--- config.mk ---
export PLATFORM = sky130hd
export DESIGN_NAME = seg2bin_rx
export DESIGN_NICKNAME = d
export VERILOG_FILES = /design/src/rtl/seg2bin_rx.sv
export SDC_FILE = /design/constraint.sdc
export NUM_CORES = 1
export LEC_CHECK = 0
export CORE_UTILIZATION = 35
export DETAILED_ROUTE_END_ITERATION = 10
export SYNTH_ARGS = -nofsm -noshare
export SYNTH_HDL_FRONTEND = slang
export SYNTH_SLANG_ARGS = --single-unit
--- constraint.sdc ---
create_clock -name clk -period 6.05 [get_ports clk]
set_clock_uncertainty 0.15 [all_clocks]
set_input_delay 1.5125 -clock clk [delete_from_list [all_inputs] [get_ports clk]]
set_output_delay 1.5125 -clock clk [all_outputs]
set_load 0.01 [all_outputs]
--- src/rtl/seg2bin_rx.sv ---
// seg2bin_rx: converts a two-digit active-low seven-segment display reading
// plus a sign flag into a signed two's-complement byte. Segment patterns are
// decoded to BCD, then converted to binary by reverse double-dabble.
//
// Handshake: start is a request sampled only while idle; an accepted start
// raises busy on the same edge and busy stays high until the result is
// ready. done is a single-cycle pulse during which value, mag_bcd and err
// are valid. Those three outputs then hold until the next accepted start.
// Any start seen while busy or during done is dropped, never queued.

module seg2bin_rx (
    input  logic       clk,
    input  logic       ar,
    input  logic       start,
    input  logic [6:0] tens_seg,
    input  logic [6:0] ones_seg,
    input  logic       neg_in,
    output logic       busy,
    output logic       done,
    output logic       err,
    output logic [7:0] value,
    output logic [7:0] mag_bcd
);

    typedef enum logic [1:0] {
        S_IDLE   = 2'd0,
        S_DECODE = 2'd1,
        S_SHIFT  = 2'd2,
        S_DONE   = 2'd3
    } state_t;

    state_t      state_q, state_d;
    logic [6:0]  tens_q, tens_d;
    logic [6:0]  ones_q, ones_d;
    logic        neg_q, neg_d;
    logic [14:0] sr_q, sr_d;      // {bcd tens, bcd ones, binary}
    logic [2:0]  cnt_q, cnt_d;
    logic        err_q, err_d;
    logic [7:0]  value_q, value_d;
    logic [7:0]  mag_q, mag_d;

    logic [4:0]  tens_dec;        // {valid, digit}
    logic [4:0]  ones_dec;
    logic [14:0] sr_shift;
    logic [14:0] sr_step;
    logic [7:0]  mag_bin;

    // Returns {valid, digit}. A blank pattern is a leading zero, so it is only
    // accepted where blank_ok is set (the tens digit).
    function automatic logic [4:0] dec_seg(input logic [6:0] seg, input logic blank_ok);
        logic [4:0] r;
        case (seg)
            7'h40:   r = {1'b1, 4'd0};
            7'h79:   r = {1'b1, 4'd1};
            7'h24:   r = {1'b1, 4'd2};
            7'h30:   r = {1'b1, 4'd3};
            7'h19:   r = {1'b1, 4'd4};
            7'h12:   r = {1'b1, 4'd5};
            7'h02:   r = {1'b1, 4'd6};
            7'h78:   r = {1'b1, 4'd7};
            7'h00:   r = {1'b1, 4'd8};
            7'h10:   r = {1'b1, 4'd9};
            7'h7F:   r = blank_ok ? {1'b1, 4'd0} : 5'd0;
            default: r = 5'd0;
        endcase
        return r;
    endfunction

    // One reverse double-dabble iteration: shift right, then pull each BCD
    // nibble that reached 8 or more back down by 3.
    always_comb begin
        sr_shift = {1'b0, sr_q[14:1]};
        sr_step  = sr_shift;
        if (sr_shift[14:11] >= 4'd8) begin
            sr_step[14:11] = sr_shift[14:11] - 4'd3;
        end
        if (sr_shift[10:7] >= 4'd8) begin
            sr_step[10:7] = sr_shift[10:7] - 4'd3;
        end
        mag_bin = {1'b0, sr_step[6:0]};
    end

    // Segment decode of the captured patterns, used in DECODE and at the end of SHIFT.
    always_comb begin
        tens_dec = dec_seg(tens_q, 1'b1);
        ones_dec = dec_seg(ones_q, 1'b0);
    end

    // Next-state and datapath update for the conversion sequence.
    always_comb begin
        state_d = state_q;
        tens_d  = tens_q;
        ones_d  = ones_q;
        neg_d   = neg_q;
        sr_d    = sr_q;
        cnt_d   = cnt_q;
        err_d   = err_q;
        value_d = value_q;
        mag_d   = mag_q;
        case (state_q)
            S_IDLE: begin
                if (start) begin
                    tens_d  = tens_seg;
                    ones_d  = ones_seg;
                    neg_d   = neg_in;
                    err_d   = 1'b0;
                    state_d = S_DECODE;
                end
            end
            S_DECODE: begin
                if (tens_dec[4] && ones_dec[4]) begin
                    sr_d    = {tens_dec[3:0], ones_dec[3:0], 7'd0};
                    cnt_d   = 3'd0;
                    state_d = S_SHIFT;
                end else begin
                    err_d   = 1'b1;
                    state_d = S_DONE;
                end
            end
            S_SHIFT: begin
                sr_d = sr_step;
                if (cnt_q == 3'd6) begin
                    // A zero magnitude stays 8'h00 whatever the sign.
                    if (neg_q && (mag_bin != 8'd0)) begin
                        value_d = (~mag_bin) + 8'd1;
                    end else begin
                        value_d = mag_bin;
                    end
                    mag_d   = {tens_dec[3:0], ones_dec[3:0]};
                    state_d = S_DONE;
                end else begin
                    cnt_d = cnt_q + 3'd1;
                end
            end
            S_DONE: begin
                state_d = S_IDLE;
            end
            default: begin
                state_d = S_IDLE;
            end
        endcase
    end

    // State and datapath registers; reset wins over everything.
    always_ff @(posedge clk) begin
        if (ar) begin
            state_q <= S_IDLE;
            tens_q  <= 7'd0;
            ones_q  <= 7'd0;
            neg_q   <= 1'b0;
            sr_q    <= 15'd0;
            cnt_q   <= 3'd0;
            err_q   <= 1'b0;
            value_q <= 8'd0;
            mag_q   <= 8'd0;
        end else begin
            state_q <= state_d;
            tens_q  <= tens_d;
            ones_q  <= ones_d;
            neg_q   <= neg_d;
            sr_q    <= sr_d;
            cnt_q   <= cnt_d;
            err_q   <= err_d;
            value_q <= value_d;
            mag_q   <= mag_d;
        end
    end

    // Status flags come straight from the state so they follow it exactly.
    always_comb begin
        busy    = (state_q == S_DECODE) || (state_q == S_SHIFT);
        done    = (state_q == S_DONE);
        err     = err_q;
        value   = value_q;
        mag_bcd = mag_q;
    end

endmodule
# --- Yosys cells after proc, flatten, opt, wreduce, memory -nomap -nowiden ---
# Index checks and enable logic that the tools add are counted.
totals:
  elab_cells: 74
  register_bits: 52
  input_bits: 18
classes:
  order_cmp: 1
  eq_ne: 28
  add_sub_neg: 3
  bitwise_logic: 1
  reduce_logical: 16
  mux: 16
op_table:
  columns: ["cell", "count"]
  rows:
  - ["5-bit one-hot mux with 10 select lines", 2]
  - ["7-bit == test (second input constant)", 7]
  - ["7-bit by 5-bit == test with 1-bit output (second input constant)", 6]
  - ["15-bit one-hot mux with 2 select lines", 1]
  - ["7-bit by 6-bit == test with 1-bit output (second input constant)", 4]
  - ["15-bit 2-to-1 mux", 1]
  - ["7-bit by 2-bit == test with 1-bit output (second input constant)", 2]
  - ["7-bit logical NOT", 2]
  - ["2-bit inequality test (second input constant)", 5]
  - ["8-bit by 1-bit adder with 8-bit output (second input constant)", 1]
  - ["8-bit 2-to-1 mux", 1]
  - ["7-bit NOT with 8-bit output", 1]
  - ["2-bit one-hot mux with 4 select lines", 1]
  - ["2-bit AND reduction", 4]
  - ["8-bit nonzero test", 1]
  - ["3-bit 2-to-1 mux", 2]
  - ["3-bit one-hot mux with 2 select lines", 1]
  - ["3-bit AND reduction", 2]
  - ["2-bit == test (second input constant)", 2]
  - ["4-bit >= comparator (second input constant)", 1]
  - ["2-bit 2-to-1 mux", 2]
  - ["4-bit 2-to-1 mux", 1]
  - ["2-bit nonzero test", 2]
  - ["4-bit by 2-bit subtractor with 4-bit output (second input constant)", 1]
  - ["other kinds (9)", 12]

# --- Longest topological paths before layout ---
# Gate-level depths: netlist (run 1).
depth:
  word_depth: 6
  ltp_mapped: 8

# --- Worst setup path before layout (run 1) ---
# OpenSTA, ideal clock, no wires.
synth_timing:
  path_type: "in2reg"
  start: "in start"
  end: "reg ones_q[4]"
  setup_time_ns: 0.070
  arrival_time_ns: 2.251
  stages: 5
  setup_slack_ns: 3.578
  cell_sequence: "and2_1 clkbuf_1 clkbuf_1 nand2_1 a21oi_1"
synth_between:
  elab_chain_cells: 1
synth_lines:
  columns: ["element", "line", "text"]
  rows:
  - ["start, declared", "14", "input logic start,"]
  - ["2-bit AND reduction (no line)", null, null]
  - ["end signal, assigned", "159", "ones_q <= ones_d;"]
  - ["end, declared", "34", "logic [6:0] ones_q, ones_d;"]
# Every way passes these cells.
# A chain may end at the register's enable or synchronous reset.

# --- Final worst setup path (run 1) ---
layout_timing:
  start: "reg state_q[0]"
  end: "out busy"
layout_between:
  elab_chain_cells: 2
layout_lines:
  columns: ["element", "line", "text"]
  rows:
  - ["start, declared", "32", "state_t state_q, state_d;"]
  - ["start signal, assigned", "157", "state_q <= state_d;"]
  - ["2-bit by 1-bit == test with 1-bit output or 2-bit == test (tied branches)", "171", "busy = (state_q == S_DECODE) || (state_q == S_SHIFT);"]
  - ["1-bit logical OR (*)", "171", null]
  - ["end, declared", "18", "output logic busy,"]
# Mark *: on every way between the ends. The rest lies on a longest branch, timed or not.

==> impl_metrics.toml, run 1 <==
[global_routing]
antenna_found_initial = 0
track_usage_pct = 15.9
grt_pass1_wl_microns = 10900
grt_pass1_vias = 2296
overflow = 0
grt_start_max_net_pins = 52

[floorplan]
fp.dieW_microns = 92.9
rows = 32
core_area_sq_um = 7850
die_y_microns = 92.9
ioPinCount = 37
start_util_pct = 36.9
dieArea_sq_um = 8630

[worst_setup_path]
startpoint = "state_q[0]"
crit_type = "reg -> out"
critPathRequiredTime_ns = 4.39
arrival_ns = 1.77
critPathMaxFanout = 5
r2r_start = "state_q[0]"
rrSetupSlack_ns = 3.54
end_kind = "primary output"
cp-start-kind = "flop"

[sta]
worstMarginPinSlew_ns = 0.961
fin_crit_sh_pct = 56.8
maxSlewViolCount = 0
fin_ws_ns = 2.62
hold_viol = 0
finalSetupViolations = 0
slew_headroom_pct = 35.9
rsz0062_at_grt = "false"
fmax_ghz = 0.291
post-route-min-period_ns = 3.43
tns_ns = 0

[clock_tree]
hold_buffers = 0
insertion_delay_ns = 0.30
postCtsSetupBuffers = 0
htree_levels = 2
root_buffer = "clkbuf_8"
cts_sinks = 51
cts.clk_slew.worst_paths_ns = 0.09
cts_tree = "built"
cts_resized = 0
cts_buffers = 5
cts_buffer_depth = 2

[synthesis]
synth-seq-cells = 51
seq_area_frac_synth_pct = 35.3
synth-edff-count = 0
syn_nets = 394
ys_top_cells_by_area = "dfxtp_1 (35%), a21oi_1 (8.1%), nand2_1 (7.3%)"
yosys.area.top_type = "dfxtp_1"
synth.avg_cell_area_sq_um = 7.90
synth_most_common_cell = "nand2_1"
yosys_warnings = 0
ys_async_sr_fraction_pct = 0
syn-instance-count = 366
syn_area_sq_um = 2890
synthDistinctLibCells = 56
synth_common_cells = "nand2_1 (56), dfxtp_1 (51), a21oi_1 (47)"
synthDominantCellAreaShare_pct = 35.3
synthFlopType = "dfxtp_1"

[finish]
insertedDiodeCount = 0
fin_nets = 408
syn2layout_area_growth_pct = 14.2
drive_gt1_share_pct = 5.51

[pwr]
p_leak_nw = 1.12
peakVddDrop_v = 0.000129
powerDensity_nw_per_um2 = 333

[placement]
pre_cts_ws_ns = 2.89
dp.final_hpwl_microns = 4490
gp_congestion = 0.756
portBuffers = 36

[drt]
dr.pass1.iters = 5
routed_wl_microns = 6590
vias = 2557
drc = 0
viasPerCell = 5.29
dr.first_iter.drc_count = 111
wl_per_cell_microns = 13.6
drtAntennaViolNets = 0

[job]
drv_cap = 0

[status]
status = "finished clean"

[worst_hold_path]
hp-class = "reg -> reg"
worstHoldStart = "mag_bcd[0]"
-- flip-flops by register name (all words and copies together) (netlist names) --
name,count
cnt_q,3
err,1
sr_q,14
ones_q,7
state_q,2
neg_q,1
tens_q,7
mag_bcd,8
value,8
-- worst max-delay path, stage by stage, from the launching register on --
cell,delay (ns)
dfxtp_1,0.39
inv_1,0.12
ha_1,0.40
clkdlybuf4s50_1,0.57
-- layout make-up --
cell class / count / area [sq um]
inverters: 12 / 45.0
clock buffers: 8 / 100
multi-input cells: 271 / 1630
well taps: 102 / 128
flip-flops and latches: 51 / 1020
fillers: 826 / 4540
repair buffers: 39 / 378
-- final timing paths --
| kind | depth (start not counted) | end |
|---|---|---|
| max reg2reg | 8 | value[3] |
| min reg2reg | 2 | mag_bcd[0] |
| max | 3 | busy |
| min | 2 | mag_bcd[0] |
-- cells in the final DEF (no fill, tap or decap), drive strengths merged, types with 8 or more instances in the layout --
master	synthesis	layout
a211oi	9	9
a21oi	47	47
clkbuf	26	8
clkdlybuf4s50	0	35
dfxtp	51	51
ha	10	10
inv	12	12
mux2i	10	10
nand2	56	56
nand3	17	17
nor2	35	35
nor3	8	8
-- routing by layer --
layer | part of all wire (%) | GRT usage [%] | routed length (microns) | vias up
met2 | 46 | 25.9 | 3040 | 41
li1 | - | - | - | 1318
met4 | 1.4 | 5.13 | 90 | 0
met5 | 0 | 0 | 0 | -
met1 | 50 | 21.1 | 3310 | 1192
met3 | 2.2 | 2.96 | 145 | 6
-- report_power, final --
group | total (mW) | internal [mW] | switching (mW)
clock network | 0.217 | 0.105 | 0.112
registers | 0.439 | 0.376 | 0.0635
logic | 0.445 | 0.175 | 0.270
total | 1.10 | 0.655 | 0.446
-- kinds of logic (layout without fill, tap and decap cells) --
logic type                 Yosys count  after routing  synth area share [%]
xor gates and xnor gates            10             10                  3.03
adders and majority gates           10             10                  4.33
and+or+nand+nor                    151            151                  25.3
buffers and inverters               44             59                  8.26
DFF                                 51             51                  35.3
AOI/OAI and AO/OA                   90             90                  20.3
muxes                               10             10                  3.46
-- through the flow --
stage / area, sq um / hold slack, ns / std cells / power [mW] / util [%]
after floorplan: 2890 / 0.294 / 366 / 0.808 / -
after detailed placement: 3200 / 0.295 / 475 / 0.890 / 40.8
final: 3300 / 0.311 / 483 / 1.10 / 42.1
after global placement: 3200 / 0.298 / 475 / 0.883 / 40.8
after global routing: 3300 / 0.328 / 483 / 1.18 / 42.1
after CTS: 3300 / 0.309 / 483 / 1.11 / 42.1
Note: power is estimated with default switching activity, not from simulation.
==> run 2: changes to the inputs <==
==> constraint.sdc (replaced) <==
create_clock -name clk -period 3.03 [get_ports clk]
set_clock_uncertainty 0.15 [all_clocks]
set_input_delay 0.7575 -clock clk [delete_from_list [all_inputs] [get_ports clk]]
set_output_delay 0.7575 -clock clk [all_outputs]
set_load 0.01 [all_outputs]
==> run 2 against run 1 <==
  * Wire length increased by 6.5%
  * Count of clock-buffer cells in the layout decreased by 2
  * Cell area increased by 0.53%
  * Sequential cell count unchanged
  * Worst hold slack about the same
  * Register-to-register slack got worse by 2.9 ns
  * Largest cell class unchanged
==> impl_metrics.toml, run 2 (same netlist as run 1, synthesis figures left out) <==
[pwr]
seqPwrFrac_pct = 40.5
powerDensity_nw_per_um2 = 654
peakVddDrop_v = 0.000247
p_leak_nw = 1.14
pwr-share-clk_pct = 16.9
p_sw_uw = 893
netSwitchingFraction_pct = 41.1
pwr-share-comb_pct = 42.5
p_int_mw = 1.28

[sta]
tns_ns = 0
fmax_ghz = 0.380
rsz0062_at_grt = "false"
maxSlewViolCount = 0
post-route-min-period_ns = 2.63
worstMarginPinSlew_ns = 0.640
hold_viol = 0
finalSetupViolations = 0
slew_headroom_pct = 57.3
fin_crit_sh_pct = 86.8

[floorplan]
ioPinCount = 37
dieArea_sq_um = 8630
rows = 32
core_area_sq_um = 7850
fp.dieW_microns = 92.9
start_util_pct = 36.9
die_y_microns = 92.9

[worst_setup_path]
reg2reg_to = "sr_q[13]"
crit_chain = "inv_1 -> ha_1 -> clkdlybuf4s50_1"
max_stage_delay_ns = 0.56
cp-start-kind = "flop"
crit_type = "reg -> out"
critPathRequiredTime_ns = 2.12
arrival_ns = 1.72
r2r_start = "tens_q[1]"
rrSetupSlack_ns = 0.61
cp_top_family = "buffers and inverters"
reg2regPathDepth = 6
critPathMaxFanout = 5
end_kind = "primary output"
path_buf_inv = 2
critPathSlowestCell = "clkdlybuf4s50_1"

[clock_tree]
cts_sinks = 51
postCtsSetupBuffers = 0
hold_buffers = 0
cts.clk_slew.worst_paths_ns = 0.09
cts_buffers = 5
insertion_delay_ns = 0.30
cts_resized = 0
htree_levels = 2
root_buffer = "clkbuf_8"
cts_buffer_depth = 2
cts_tree = "built"

[drt]
dr.first_iter.drc_count = 179
drtAntennaViolNets = 0
drc = 0
wl_met2_microns = 3170
dr.pass1.iters = 4
wl_per_cell_microns = 14.4
viasPerCell = 5.38
top_layer_used = "met4"
vias = 2621
wl_met1_microns = 3460
wl_met3_microns = 229
routed_wl_microns = 7020

[finish]
final_cell_mix = "nand2_1 (56), dfxtp_1 (51), a21oi_1 (47)"
regMostFlops = "sr_q"
syn2layout_area_growth_pct = 14.8
largest_reg_flops = 14
insertedDiodeCount = 0
fin_nets = 414
drive_gt1_share_pct = 6.49
layout_commonest_cell = "nand2_1"
final_core_util_pct = 42.3
fill_cells = 828

[worst_hold_path]
worstHoldStart = "value[0]"
hold-path-cell-count = 2
hp-class = "reg -> reg"
hold_end = "value[0]"

[placement]
gp_congestion = 0.800
dp.final_hpwl_microns = 4890
portBuffers = 36

[global_routing]
overflow = 0
grt_pass1_vias = 2430
grt_pass1_wl_microns = 11700
grt_start_max_net_pins = 28
track_usage_pct = 17.0
antenna_found_initial = 0

[job]
drv_cap = 0

[status]
status = "finished clean"
-- run 2: stage by stage --
| step | std cells | power [mW] | area, sq um | hold WS [ns] | setup slack, ns |
|---|---|---|---|---|---|
| detailed placement | 481 | 1.82 | 3250 | 0.300 | 0.629 |
| global placement | 481 | 1.80 | 3250 | 0.302 | 0.683 |
| floorplan | 366 | 1.61 | 2890 | 0.294 | 0.957 |
| finish | 487 | 2.17 | 3320 | 0.311 | 0.400 |
| CTS | 487 | 2.19 | 3320 | 0.312 | 0.369 |
| global route | 487 | 2.34 | 3320 | 0.335 | 0.280 |
-- run 2: power groups by stage --
stage                     Combinational [mW]  Sequential, mW  Clock [mW]
after floorplan                        0.790           0.823           0
after global placement                 0.914           0.887           0
after detailed placement               0.924           0.893           0
after CTS                              0.931           0.878       0.381
after global routing                    1.04           0.897       0.406
final                                  0.924           0.880       0.367
-- run 2: layer usage --
metal	track usage, %	vias to the layer above
met3	2.38	9
li1	-	1324
met1	22.6	1232
met4	6.92	0
met2	27.5	56
met5	0	-
-- run 2: area by class of cell --
class	count	area, sq um	share of cell area [%]
multi-input cells	271	1630	49.2
repair buffers	45	423	12.7
inverters	12	45.0	1.36
well taps	102	128	3.84
clock buffers	6	72.6	2.18
flip-flops and latches	51	1020	30.7
-- run 2: worst register-to-register path, delay by kind of cell (launching register included) --
kind	cells	cell delay, ns
AND/OR/NAND/NOR	2	0.71
flip-flops	1	0.43
AO/OA/AOI/OAI	4	1.07
-- run 2: worst max-delay path by stage --
stage	from	to	slack [ns]	depth (start not counted)
after floorplan	tens_q[0]	cnt_q[0]	0.96	6
after global routing	state_q[1]	busy	0.28	3
after global placement	tens_q[1]	cnt_q[0]	0.68	7
after detailed placement	tens_q[1]	sr_q[13]	0.63	6
final	state_q[0]	busy	0.40	3
after CTS	state_q[0]	busy	0.37	3
